[config.mk]
export PLATFORM = sky130hd
export DESIGN_NAME = tt_logic_engine
export DESIGN_NICKNAME = d
export VERILOG_FILES = /design/src/rtl/tt_logic_engine.sv
export SDC_FILE = /design/constraint.sdc
export NUM_CORES = 1
export LEC_CHECK = 0
export CAP_MARGIN = 10
export CORE_ASPECT_RATIO = 1.75
export CORE_MARGIN = 2
export CORE_UTILIZATION = 56
export CTS_BUF_LIST = sky130_fd_sc_hd__clkbuf_16
export CTS_CLUSTER_SIZE = 30
export DETAILED_ROUTE_END_ITERATION = 16
export GPL_TIMING_DRIVEN = 0
export PLACE_DENSITY = 0.79
export SLEW_MARGIN = 20
export SYNTH_ARGS = -nofsm -noshare
export SYNTH_HDL_FRONTEND = slang
export SYNTH_SLANG_ARGS = --single-unit
[constraint.sdc]
create_clock -name clk -period 2.4 [get_ports clk]
set_input_delay 0.36 -clock clk [delete_from_list [all_inputs] [get_ports clk]]
set_output_delay 0.36 -clock clk [all_outputs]
set_load 0.005 [all_outputs]
[src/rtl/tt_logic_engine.sv]
// Programmable N-input truth-table evaluator with a LAT-stage valid/ready pipeline
// and a serially loaded shadow table. Optional macro TT_EVAL_COUNT_EN adds result counters.
module tt_logic_engine #(
    parameter int                      N_IN     = 4,
    parameter int                      LAT      = 2,
    parameter logic [(1<<N_IN)-1:0]    TT_RESET = 16'hECF1
) (
    input  logic            clk,
    input  logic            rst_n,
    input  logic            in_valid,
    output logic            in_ready,
    input  logic [N_IN-1:0] in_vec,
    output logic            out_valid,
    input  logic            out_ready,
    output logic            out,
    input  logic            cfg_shift,
    input  logic            cfg_bit,
    input  logic            cfg_commit,
    output logic            cfg_err
`ifdef TT_EVAL_COUNT_EN
    ,
    output logic [15:0]     ones_cnt,
    output logic [15:0]     zeros_cnt
`endif
);

    localparam int TT_W  = 1 << N_IN;
    localparam int CNT_W = $clog2(TT_W + 1);
    localparam logic [CNT_W-1:0] CNT_FULL = CNT_W'(TT_W);

    if (N_IN < 1 || N_IN > 6) begin : g_bad_n_in
        $error("tt_logic_engine: N_IN must be in 1..6");
    end
    if (LAT < 1 || LAT > 8) begin : g_bad_lat
        $error("tt_logic_engine: LAT must be in 1..8");
    end

    logic [TT_W-1:0]  active_tt_q, active_tt_d;
    logic [TT_W-1:0]  shadow_q, shadow_d;
    logic [CNT_W-1:0] cnt_q, cnt_d;
    logic             err_q, err_d;
    logic             commit_ok;

    logic [LAT-1:0]   vld_q, vld_d;
    logic [LAT-1:0]   res_q, res_d;
    logic             stall;
    logic             accept;
    logic             lookup;

    assign stall    = vld_q[LAT-1] & ~out_ready;
    assign in_ready = ~stall;
    assign accept   = in_valid & in_ready;
    // Lookup uses the table as registered, so a commit in the same cycle is not yet visible.
    assign lookup   = active_tt_q[in_vec];

    genvar gi;
    for (gi = 0; gi < LAT; gi++) begin : g_stage
        if (gi == 0) begin : g_head
            assign vld_d[gi] = stall ? vld_q[gi] : accept;
            assign res_d[gi] = stall ? res_q[gi] : (accept & lookup);
        end else begin : g_tail
            assign vld_d[gi] = stall ? vld_q[gi] : vld_q[gi-1];
            assign res_d[gi] = stall ? res_q[gi] : res_q[gi-1];
        end
    end

    always_ff @(posedge clk or negedge rst_n) begin
        if (!rst_n) begin
            vld_q <= '0;
            res_q <= '0;
        end else begin
            vld_q <= vld_d;
            res_q <= res_d;
        end
    end

    assign out_valid = vld_q[LAT-1];
    assign out       = res_q[LAT-1];

    // Shift is applied first; the commit then judges the post-shift shadow and count.
    always_comb begin
        shadow_d    = shadow_q;
        cnt_d       = cnt_q;
        active_tt_d = active_tt_q;
        err_d       = err_q;
        commit_ok   = 1'b0;
        if (cfg_shift) begin
            shadow_d = {cfg_bit, shadow_q[TT_W-1:1]};
            if (cnt_q != CNT_FULL) begin
                cnt_d = cnt_q + CNT_W'(1);
            end
        end
        if (cfg_commit) begin
            if (cnt_d == CNT_FULL) begin
                active_tt_d = shadow_d;
                commit_ok   = 1'b1;
            end else begin
                err_d = 1'b1;
            end
            cnt_d = '0;
        end
    end

    always_ff @(posedge clk or negedge rst_n) begin
        if (!rst_n) begin
            active_tt_q <= TT_RESET;
            shadow_q    <= TT_RESET;
            cnt_q       <= '0;
            err_q       <= 1'b0;
        end else begin
            active_tt_q <= active_tt_d;
            shadow_q    <= shadow_d;
            cnt_q       <= cnt_d;
            err_q       <= err_d;
        end
    end

    assign cfg_err = err_q;

`ifdef TT_EVAL_COUNT_EN
    logic [15:0] ones_q, ones_d;
    logic [15:0] zeros_q, zeros_d;
    logic        xfer;

    assign xfer = out_valid & out_ready;

    // A successful commit restarts the statistics for the new function.
    always_comb begin
        ones_d  = ones_q;
        zeros_d = zeros_q;
        if (commit_ok) begin
            ones_d  = '0;
            zeros_d = '0;
        end else if (xfer) begin
            if (out && ones_q != 16'hFFFF) begin
                ones_d = ones_q + 16'd1;
            end
            if (!out && zeros_q != 16'hFFFF) begin
                zeros_d = zeros_q + 16'd1;
            end
        end
    end

    always_ff @(posedge clk or negedge rst_n) begin
        if (!rst_n) begin
            ones_q  <= '0;
            zeros_q <= '0;
        end else begin
            ones_q  <= ones_d;
            zeros_q <= zeros_d;
        end
    end

    assign ones_cnt  = ones_q;
    assign zeros_cnt = zeros_q;
`else
    logic unused_commit_ok;
    assign unused_commit_ok = commit_ok;
`endif

endmodule

# Word level (Yosys, flattened, before mapping)
# Index checks and enable logic that the tools add are counted.
dict set report totals {
  input_bits 11
  wordCells 24
  reg_bits 42
  output_inout_bits 4
}
dict set report classes {
  n_eq_ne 2
  reduce_logical 2
  n_bitwise 6
  n_mux 6
  n_lt_le_gt_ge 1
  add_sub_neg 1
}
# cell count
set op_table {}
lappend op_table {{$mux W16} 1}
lappend op_table {{$mux W5} 3}
lappend op_table {{$add A5 B1 Y5 const B} 1}
lappend op_table {{$eq A5 B5 Y1 const B} 1}
lappend op_table {{$lt A4 B5 Y1 const B} 1}
lappend op_table {{$ne A5 B5 Y1 const B} 1}
lappend op_table {{$bmux W1 S4} 1}
lappend op_table {{$reduce_and A2 Y1} 2}
lappend op_table {{$and A1 B1 Y1} 3}
lappend op_table {{$not A1 Y1} 3}
lappend op_table {{$mux W1} 1}

# Logic depth before layout (Yosys ltp)
# Gate-level depths: netlist of run 1.
dict set report logic_depth {
  word_depth 6
  depth_mapped 8
}

# Worst setup path before layout of run 1
# Ideal clock, no wire load.
dict set report synth_path {
  path_kind {reg2reg}
  startpoint {register cnt_q[0]}
  endpoint {register active_tt_q[12]}
  setup_slack_ns 0.422
  path_stages_with_launch 8
  n_path_buf 1
  period_less_slack_ns 1.978
  arrival_time_ns 1.853
  path_cell_list {dfrtp_1 -> ha_1 -> and3b_1 -> a21o_1 -> and4bb_1 -> nand4b_4 -> buf_6 -> mux2_4}
}
dict set report synth_between {
  elab_chain_len 5
  word_cells_on_any_way 6
  classes_between {add/sub (1); eq/ne (2); mux (2); reduce/logical (1)}
}
# item line
set synth_rtl {}
lappend synth_rtl {{start: declaration} 40} ;# logic [CNT_W-1:0] cnt_q, cnt_d;
lappend synth_rtl {{start signal: assignment} 113} ;# cnt_q <= cnt_d;
lappend synth_rtl {{$add A5 B1 Y5 or $ne A5 B5 Y1 (tied branches)} {90, 89}}
lappend synth_rtl {{$mux W5} 89} ;# if (cnt_q != CNT_FULL) begin
lappend synth_rtl {{$mux W5 *} 87} ;# if (cfg_shift) begin
lappend synth_rtl {{$eq A5 B5 Y1 *} 94} ;# if (cnt_d == CNT_FULL) begin
lappend synth_rtl {{$reduce_and A2 Y1 (no line) *} n/a}
lappend synth_rtl {{end signal: assignment} 111} ;# active_tt_q <= active_tt_d;
lappend synth_rtl {{end: declaration} 38} ;# logic [TT_W-1:0] active_tt_q, active_tt_d;
# Mark *: on every way between the ends. The rest lies on a longest branch, timed or not.
# A chain may end at the register's enable or synchronous reset.

# Worst setup path after layout of run 1
dict set report layout_path {
  startpoint {input cfg_shift}
  endpoint {register active_tt_q[3]}
}
dict set report layout_between {
  word_cells_on_any_way 4
  classes_between {eq/ne (1); mux (2); reduce/logical (1)}
}
# item line
set layout_rtl {}
lappend layout_rtl {{start: declaration} 16} ;# input logic cfg_shift,
lappend layout_rtl {{$mux W16} 87}
lappend layout_rtl {{named net shadow_d[3]} 39} ;# logic [TT_W-1:0] shadow_q, shadow_d;
# The timed path passes the listed nets, and every way through them passes these cells.

==> impl_summary.txt, run 1 <==
----------------------------------------------------
[Run]
  Count of max-cap constraint violations ... 0

[Setup path]
  Largest stage delay on the critical path ... 0.53 ns
  Largest fanout on the critical path ... 10
  Highest-delay cell along the critical path ... clkdlybuf4s50_1
  Reg2Reg Depth ... 7
  Worst path depth ... 5
  Most common cell type on the critical path ... mux2_2
  Required time worst endpoint ... between 2 and 3 ns
  Cell family with the largest share of critical-path delay ... buffers and inverters
  Critical path cell sequence ... clkdlybuf4s50_1 > buf_2 > buf_1 > mux2_2 > mux2_2
  Signal arrival time at the worst endpoint ... 2.32 ns
  Critical path capture point type ... flip-flop
  Buffers & Inverters on Critical Path ... 3
  Crit start category ... primary input
  WS Path Type ... primary input to flip-flop

[Yosys]
  Mean post-synth cell area ... 15.5 um^2
  Distinct cells, synth ... 28
  Net count of the mapped netlist ... 133
  Yosys Warn Count ... 0
  Area share of the leading cell type in the synthesized netlist ... 0.295
  Post-synthesis cell count ... 120
  Share of synthesized flip-flops with an asynchronous set or reset ... 1.00
  Most frequently used flop master after synthesis ... dfrtp_1
  Mapped Area ... approximately 1900 um^2
  Total of flip-flops plus latches after synthesis ... 42
  Top area cells in the synthesized netlist ... dfrtp_1 30%, dfstp_2 28%, mux2_2 14%
  Number of enable-type register cells in the synthesized netlist ... 0
  Share of synthesized area occupied by flip-flops and latches ... 0.577
  Cell type with the largest total area after synthesis ... dfrtp_1

[Placement]
  Buffers added on ports ... 13
  Routability Congestion ... 0.782
  Total cell area at the placement stage ... a little over 2000 um^2
  DP Wirelength ... 2430 um

[Timing]
  Transition time of the tightest slew-check pin ... 0.565 ns
  Setup skew after layout ... 0.00608 ns
  Final Max Tran Viols ... 0
  Setup repair after global routing missed its margin ... no
  Final critical path time including I/O delays and setup ... 2.15 ns
  Setup Viol. Count Final ... 0
  Relative max-transition margin ... 0.623
  Final TNS setup ... 0 ns
  Worst hold margin ... approximately 0.0072 ns
  Count of endpoints failing hold in the final timing report ... 0
  Final period util ... 0.897
  Highest attainable clock frequency ... ~460 MHz

[Routing]
  Number of design rule violations left after detail routing ... 0
  Number of design-rule violations left by the first detailed-router iteration ... 2
  Vias per std cell ... 5.63
  Wire length after detailed routing ... roughly 3400 um
  TritonRoute pass-1 iters ... 2
  Routed vias ... around 1000
  Routed WL per cell ... 18.2 um
  Post-DRT Antenna Nets ... 0

[Finish]
  Commonest cells after routing, fill and taps aside ... 24 x mux2_2, 22 x dfrtp_1, 20 x dfstp_2, 12 x clkdlybuf4s50_1, 10 x mux2_4
  Most frequent standard cell in the layout excluding fill and tap cells ... mux2_2
  Final standard cell area without fillers ... between 2000 and 2500 um^2
  Fillers ... about 230
  Number of nets in the layout ... 154
  Ratio of cells with drive above 1 in the final layout ... 0.500
  Antenna cell count ... 0
  Area grow syn2layout ... 21.2%

[Global routing]
  Via count of the first global-routing pass ... 1125
  Number of antenna violations at the first check in global routing ... 0
  Pin count of the biggest net entering global routing ... 26
  Global-route usage over all layers ... 0.207
  Grt ovf ... 0
  Global-route wire length before repair ... 5380 um

[Power and ir drop]
  Post-layout power ... between 1.5 and 2 mW
  Power Internal ... approximately 1.5 mW
  Switch share ... 0.218
  Leakage power of the design ... 1.01 nW
  Highest ir drop seen on vdd ... between 700 and 800 uV
  Power share of the clock group ... 0.418
  Relative contribution of sequential cells to total power ... 0.464
  Part of the power in combinational logic ... 0.119
  Power density of the placed cells ... roughly 880 nW/um^2
  Switching power ... around 430 uW

[Die]
  Site row count ... 27
  Die boundary height ... between 80 and 90 um
  Starting Density ... 0.587
  Count of pins on the block boundary ... 15
  Core Box Area ... 3180 um^2
  Floorplan die width ... 47.6 um
  Area enclosed by the die boundary ... approximately 3800 um^2

[Clock network]
  Clock latency on the worst-skew pair ... just under 0.3 ns
  Bufs on Longest Clock Path ... 2
  Buffer type at the clock tree root ... clkbuf_16
  Hold buffer count at CTS ... 0
  PostCTS Resize Cnt ... 0
  TritonCTS clock tree ... done
  Post-CTS setup buffers ... 0
  H-Tree Level Count ... 2
  Register clock-pin slew on the reported worst setup and hold paths ... 0.06 ns
  CTS sink cnt ... 42
  Number of CTS-inserted buffers ... 5

[Worst hold path]
  HP Class ... primary input to asynchronous set/reset pin

[Outcome]
  Outcome ... completed

----------------------------------------------------
==> registers in the layout, summed over array words and instances (netlist names) <==
register and count:
active_tt_q 16, cfg_err 1, cnt_q 5, res_q 2, shadow_q 16, vld_q 2
==> worst paths after layout <==
check	end	slack [ns]	start
max reg2reg	active_tt_q[12]$_DFFE_PN0P_	0.25	cnt_q[1]$_DFF_PN0_
max	active_tt_q[3]$_DFFE_PN0P_	0.25	cfg_shift
min in group clk	cnt_q[0]$_DFF_PN0_	0.44	cfg_commit
max in group asynchronous	shadow_q[0]$_DFF_PN1_	1.85	rst_n
min	active_tt_q[9]$_DFFE_PN0P_	0.007	rst_n
min reg2reg	vld_q[1]$_DFFE_PN0N_	0.45	vld_q[0]$_DFFE_PN0N_
==> cells by family (layout without fill, tap and decap cells) <==
group / count (synthesis) / count (layout) / synth area share
mux: 40 / 40 / 0.284
compound gates: 7 / 7 / 0.0235
fa+ha+maj: 2 / 2 / 0.0134
simple gates: 19 / 19 / 0.0718
xor+xnor: 2 / 2 / 0.00939
buf+inv: 8 / 30 / 0.0208
flops: 42 / 42 / 0.577
==> worst register-to-register path, stage by stage (launching register included) <==
cell and delay [ns]:
dfrtp_1 0.41, ha_1 0.22, and3b_1 0.17, a21o_1 0.18
and4bb_1 0.35, nand4b_4 0.19, buf_6 0.23, mux2_4 0.30
==> power groups by stage <==
stage                     clock network (mW)  logic, mW  registers (mW)
final                                  0.826      0.235           0.918
after global routing                   0.874      0.257           0.934
after CTS                              0.841      0.239           0.918
after detailed placement                   0      0.237           0.928
after global placement                     0      0.218           0.924
after floorplan                            0      0.157           0.908
==> per-layer routing <==
| layer | track usage | wire length (um) |
|---|---|---|
| met5 | 0 | 0 |
| met4 | 0.0973 | 102 |
| met3 | 0.0517 | 109 |
| met2 | 0.364 | 1890 |
| met1 | 0.214 | 1260 |
==> per-stage QoR <==
| stage | worst slack, ns | std cells | utilization |
|---|---|---|---|
| final | 0.246 | 185 | 0.712 |
| after global routing | 0.164 | 185 | 0.712 |
| after CTS | 0.232 | 185 | 0.712 |
| after detailed placement | -0.0656 | 177 | 0.652 |
| after global placement | -0.0267 | 176 | 0.645 |
| after floorplan | 0.422 | 120 | - |
==> layout make-up <==
type                    count  area, um^2  share of cell area
flip-flops and latches     42        1080               0.476
multi-input cells          70         751               0.332
clock buffers               6         150              0.0664
clock inverters             2        38.8              0.0172
plain buffers               4        23.8              0.0105
inverters                   4        15.0             0.00664
well taps                  43        53.8              0.0238
repair buffers             14         153              0.0675
==> cells in the mapped netlist, types with 3 or more instances <==
cell type	n
mux2_2	24
dfrtp_1	22
dfstp_2	20
mux2_4	10
inv_1	4
mux4_2	4
nor2_1	4
nand2_1	3
(Power assumes the default switching activity.)
==> run 2: changes to the inputs <==
Settings changed: CORE_ASPECT_RATIO 1.75 to 0.7, SLEW_MARGIN 20 to unset.
==> impl_summary.txt, run 2 (synthesized netlist as in run 1, its figures left out) <==
----------------------------------------------------
[Finish]
  Most frequent standard cell in the layout excluding fill and tap cells ... mux2_2
  Area grow syn2layout ... 16.6%
  Fillers ... 210
  Non-Filler Instances ... 179
  Number of nets in the layout ... around 150
  Largest registers in the final layout ... active_tt_q x16, shadow_q x16, cnt_q x5
  Utilization after layout ... 0.686
  Commonest cells after routing, fill and taps aside ... 24 x mux2_2, 22 x dfrtp_1, 20 x dfstp_2, 12 x clkdlybuf4s50_1, 10 x mux2_4
  Ratio of cells with drive above 1 in the final layout ... 0.475
  Antenna cell count ... 0

[Global routing]
  Number of antenna violations at the first check in global routing ... 0
  Global-route wire length before repair ... 5270 um
  Global-route usage over all layers ... 0.196
  Pin count of the biggest net entering global routing ... 43
  Via count of the first global-routing pass ... 1059
  Grt ovf ... 0

[Power and ir drop]
  Power Internal ... 1.36 mW
  Leakage power of the design ... 0.987 nW
  Relative contribution of sequential cells to total power ... 0.521
  Power share of the clock group ... 0.347
  Power density of the placed cells ... about 800 nW/um^2
  Switch share ... 0.230
  Part of the power in combinational logic ... 0.131
  Switching power ... just over 400 uW
  Post-layout power ... 1.77 mW
  Highest ir drop seen on vdd ... 536 uV

[Clock network]
  Number of CTS-inserted buffers ... 5
  Buffer type at the clock tree root ... clkbuf_16
  Bufs on Longest Clock Path ... 2
  TritonCTS clock tree ... done
  Register clock-pin slew on the reported worst setup and hold paths ... 0.05 ns
  Post-CTS setup buffers ... 0
  H-Tree Level Count ... 2
  CTS sink cnt ... 42
  PostCTS Resize Cnt ... 0
  Hold buffer count at CTS ... 0
  Clock latency on the worst-skew pair ... 0.28 ns

[Setup path]
  Signal arrival time at the worst endpoint ... 2.35 ns
  Reg2Reg Depth ... 7
  Required time worst endpoint ... approximately 2.6 ns
  Crit start category ... flip-flop
  Critical path capture point type ... flip-flop
  Largest fanout on the critical path ... 10
  Worst flop-to-flop path startpoint ... cnt_q[0]$_DFF_PN0_
  Capturing instance or port of the critical path ... active_tt_q[8]$_DFFE_PN0P_
  Worst setup path startpoint ... cnt_q[0]$_DFF_PN0_
  Worst reg-to-reg setup slack ... 0.21 ns
  WS Path Type ... flip-flop to flip-flop
  Crit Reg-Reg Endpoint ... active_tt_q[8]$_DFFE_PN0P_

[Routing]
  Vias per std cell ... approximately 5.6
  Number of design-rule violations left by the first detailed-router iteration ... 71
  Number of design rule violations left after detail routing ... 0
  TritonRoute pass-1 iters ... 4
  Routed vias ... 1009
  Post-DRT Antenna Nets ... 0
  Routed WL per cell ... 17.7 um
  Wire length after detailed routing ... 3180 um

[Timing]
  Min setup slack post-route ... about 0.21 ns
  Transition time of the tightest slew-check pin ... approximately 0.87 ns
  Final period util ... 0.913
  Setup Viol. Count Final ... 0
  Setup repair after global routing missed its margin ... no
  Worst hold margin ... 0.193 ns
  Relative max-transition margin ... 0.423
  Final Max Tran Viols ... 0
  Count of endpoints failing hold in the final timing report ... 0
  Setup skew after layout ... 0.00273 ns
  Highest attainable clock frequency ... roughly 460 MHz
  Final critical path time including I/O delays and setup ... roughly 2.2 ns

[Placement]
  Routability Congestion ... 0.886
  Place WS ... -0.0781 ns
  Cell total after placement ... 171
  DP Wirelength ... 2310 um
  Buffers added on ports ... 13

[Worst hold path]
  HP Class ... primary input to asynchronous set/reset pin

[Die]
  Starting Density ... 0.589
  Count of pins on the block boundary ... 15
  Die boundary height ... 52.3 um
  Floorplan die width ... 73.0 um
  Core Box Area ... 3170 um^2
  Site row count ... 17
  Area enclosed by the die boundary ... approximately 3800 um^2

[Run]
  Count of max-cap constraint violations ... 0

[Outcome]
  Outcome ... completed

----------------------------------------------------
run 2: cell types whose count changed in the layout (fill, tap and decap cells not counted), sizes merged:
cell | previous run | this run
buf | 6 | 5
bufinv | 1 | 0
clkbuf | 6 | 5
clkinv | 1 | 0
inv | 4 | 7
run 2: routing by layer:
metal	vias up	share of wire	wire (um)	global-route usage
met5	-	0	0	0
met4	0	0.013	40	0.0833
met3	5	0.032	102	0.0519
met2	15	0.47	1480	0.285
met1	520	0.49	1550	0.276
li1	469	-	-	-
run 2: worst max-delay path: stages, from the launching register on:
cell,delay [ns]
dfrtp_1,0.39
ha_1,0.22
and3b_1,0.17
a21o_1,0.19
and4bb_1,0.36
nand4b_4,0.20
buf_6,0.23
mux2_4,0.30
run 2: how the worst min path moves through the flow:
| stage | start | endpoint | slack [ns] | depth (start not counted) |
|---|---|---|---|---|
| finish | rst_n | cnt_q[4]$_DFF_PN0_ | 0.19 | 1 |
| global route | rst_n | cnt_q[1]$_DFF_PN0_ | 0.27 | 1 |
| CTS | rst_n | cnt_q[4]$_DFF_PN0_ | 0.22 | 1 |
| detailed placement | cfg_err$_DFFE_PN0P_ | cfg_err$_DFFE_PN0P_ | 0.45 | 1 |
| global placement | vld_q[0]$_DFFE_PN0N_ | vld_q[1]$_DFFE_PN0N_ | 0.42 | 2 |
| floorplan | rst_n | active_tt_q[12]$_DFFE_PN0P_ | 0.06 | 0 |
run 2: through the flow:
step	setup TNS [ns]	instance area, um^2
after CTS	0	2170
final	0	2170
after floorplan	0	1870
after global placement	-0.147	2040
after global routing	0	2170
after detailed placement	-0.569	2040
run 2: power groups by stage:
stage          sequential (mW)  clock (mW)  combinational, mW
5_1_grt                  0.938       0.664              0.254
4_1_cts                  0.923       0.627              0.236
3_3_place_gp             0.924           0              0.218
2_1_floorplan            0.908           0              0.157
6_report                 0.921       0.614              0.232
3_5_place_dp             0.932           0              0.231
run 2: area by class of cell:
type	instances	area (um^2)	share of cell area
Sequential cell	42	1080	0.495
Tap cell	38	47.5	0.0219
Multi-Input combinational cell	70	751	0.345
Inverter	4	15.0	0.00690
Clock inverter	3	11.3	0.00518
Clock buffer	5	125	0.0575
Timing Repair Buffer	13	125	0.0575
Buffer	4	23.8	0.0109
==> run 3: changes to the inputs <==
Settings changed: CTS_CLUSTER_DIAMETER set to 80, PLACE_DENSITY 0.79 to 0.89.
==> impl_summary.txt, run 3 (synthesized netlist as in run 1, its figures left out) <==
----------------------------------------------------
[Outcome]
  Outcome ... completed

[Clock network]
  Buffer type at the clock tree root ... clkbuf_16
  CTS sink cnt ... 42
  TritonCTS clock tree ... done
  H-Tree Level Count ... 2
  Register clock-pin slew on the reported worst setup and hold paths ... 0.06 ns
  Clock latency on the worst-skew pair ... 0.29 ns
  Post-CTS setup buffers ... 0
  Bufs on Longest Clock Path ... 2
  Hold buffer count at CTS ... 0
  PostCTS Resize Cnt ... 0
  Number of CTS-inserted buffers ... 5

[Placement]
  DP Wirelength ... 2220 um
  Routability Congestion ... 0.834
  Buffers added on ports ... 13

[Timing]
  Relative max-transition margin ... 0.417
  Highest attainable clock frequency ... 455 MHz
  Final TNS setup ... 0 ns
  Transition time of the tightest slew-check pin ... 0.875 ns
  Final period util ... 0.916
  Final critical path time including I/O delays and setup ... 2.20 ns
  Setup repair after global routing missed its margin ... no
  Worst hold margin ... 0.189 ns
  Setup Viol. Count Final ... 0
  Setup skew after layout ... 0.0102 ns
  Count of endpoints failing hold in the final timing report ... 0
  Final Max Tran Viols ... 0

[Power and ir drop]
  Power share of the clock group ... 0.431
  Switching power ... 433 uW
  Power Internal ... between 1.5 and 2 mW
  Post-layout power ... 2.02 mW
  Relative contribution of sequential cells to total power ... 0.458
  Highest ir drop seen on vdd ... slightly above 600 uV
  Leakage power of the design ... 1.00 nW
  Power density of the placed cells ... roughly 900 nW/um^2
  Switch share ... 0.215
  Part of the power in combinational logic ... 0.111

[Worst hold path]
  HP Class ... primary input to asynchronous set/reset pin

[Finish]
  Ratio of cells with drive above 1 in the final layout ... 0.496
  Utilization after layout ... 0.704
  Antenna cell count ... 0
  Area grow syn2layout ... 19.7%
  Most frequent standard cell in the layout excluding fill and tap cells ... mux2_2
  Commonest cells after routing, fill and taps aside ... 24 x mux2_2, 22 x dfrtp_1, 20 x dfstp_2, 12 x clkdlybuf4s50_1, 10 x mux2_4
  Fillers ... approximately 190
  Number of nets in the layout ... about 150
  Largest registers in the final layout ... active_tt_q x16, shadow_q x16, cnt_q x5

[Global routing]
  Pin count of the biggest net entering global routing ... 43
  Global-route wire length before repair ... 5380 um
  Via count of the first global-routing pass ... about 1100
  Grt ovf ... 0
  Number of antenna violations at the first check in global routing ... 0
  Global-route usage over all layers ... 0.201

[Die]
  Count of pins on the block boundary ... 15
  Area enclosed by the die boundary ... 3820 um^2
  Core Box Area ... roughly 3200 um^2
  Site row count ... 17
  Starting Density ... 0.589
  Floorplan die width ... 73.0 um
  Die boundary height ... 52.3 um

[Setup path]
  Required time worst endpoint ... 2.57 ns
  Largest fanout on the critical path ... 10
  WS Path Type ... primary input to flip-flop
  Crit start category ... primary input
  Critical path capture point type ... flip-flop
  Signal arrival time at the worst endpoint ... 2.37 ns

[Routing]
  Post-DRT Antenna Nets ... 0
  Number of design rule violations left after detail routing ... 0
  Number of design-rule violations left by the first detailed-router iteration ... 93
  Wire length after detailed routing ... 3140 um
  Vias per std cell ... 5.66
  TritonRoute pass-1 iters ... 4
  Routed WL per cell ... ~18 um
  Routed vias ... 1013

[Run]
  Count of max-cap constraint violations ... 0

----------------------------------------------------
==> run 3: cell count changes in the layout (fill, tap and decap cells not counted), sizes merged <==
cell | before | now
bufinv | 0 | 2
clkinv | 0 | 1
inv | 7 | 4
==> run 3: metrics by stage <==
stage	setup WS [ns]	std cells	cell area [um^2]
2_1_floorplan	0.422	120	1870
3_3_place_gp	-0.0152	171	2040
3_5_place_dp	-0.0796	171	2040
4_1_cts	0.204	179	2230
5_1_grt	0.0938	179	2230
6_report	0.202	179	2230
==> run 3: layer usage <==
metal,global-route usage,wire (um)
met5,0,0
met1,0.268,1460
met2,0.297,1460
met4,0.0895,53
met3,0.0692,173
==> run 3: area by class of cell <==
type                            count  area, um^2  share of cell area
Clock buffer                        5         125              0.0561
Buffer                              4        23.8              0.0107
Multi-Input combinational cell     70         751               0.336
Clock inverter                      3        68.8              0.0308
Tap cell                           38        47.5              0.0213
Timing Repair Buffer               13         125              0.0561
Inverter                            4        15.0             0.00673
Sequential cell                    42        1080               0.482
==> run 3: power by group through the flow <==
stage	registers, mW	clock network, mW	logic (mW)
final	0.923	0.870	0.225
after CTS	0.920	0.877	0.230
after detailed placement	0.929	0	0.228
after floorplan	0.908	0	0.157
after global placement	0.922	0	0.215
after global routing	0.936	0.924	0.252
==> run 3: path summary, 6_finish.rpt <==
check / to / depth (start not counted) / from / slack, ns
worst max-delay path: active_tt_q[9]$_DFFE_PN0P_ / 7 / cfg_shift / 0.20
min in group clk: cnt_q[4]$_DFF_PN0_ / 2 / cfg_commit / 0.45
max in group asynchronous: active_tt_q[2]$_DFFE_PN0P_ / 1 / rst_n / 1.65
worst min-delay path: shadow_q[12]$_DFF_PN0_ / 1 / rst_n / 0.19
worst min register to register: vld_q[1]$_DFFE_PN0N_ / 2 / vld_q[0]$_DFFE_PN0N_ / 0.46
worst max register to register: active_tt_q[9]$_DFFE_PN0P_ / 7 / cnt_q[0]$_DFF_PN0_ / 0.21
==> run 3: critical path, cell delays in order <==
cell             delay (ns)
clkdlybuf4s50_1        0.53
buf_2                  0.27
nand4_1                0.15
xor2_1                 0.26
nand4b_4               0.26
buf_6                  0.21
mux2_4                 0.32
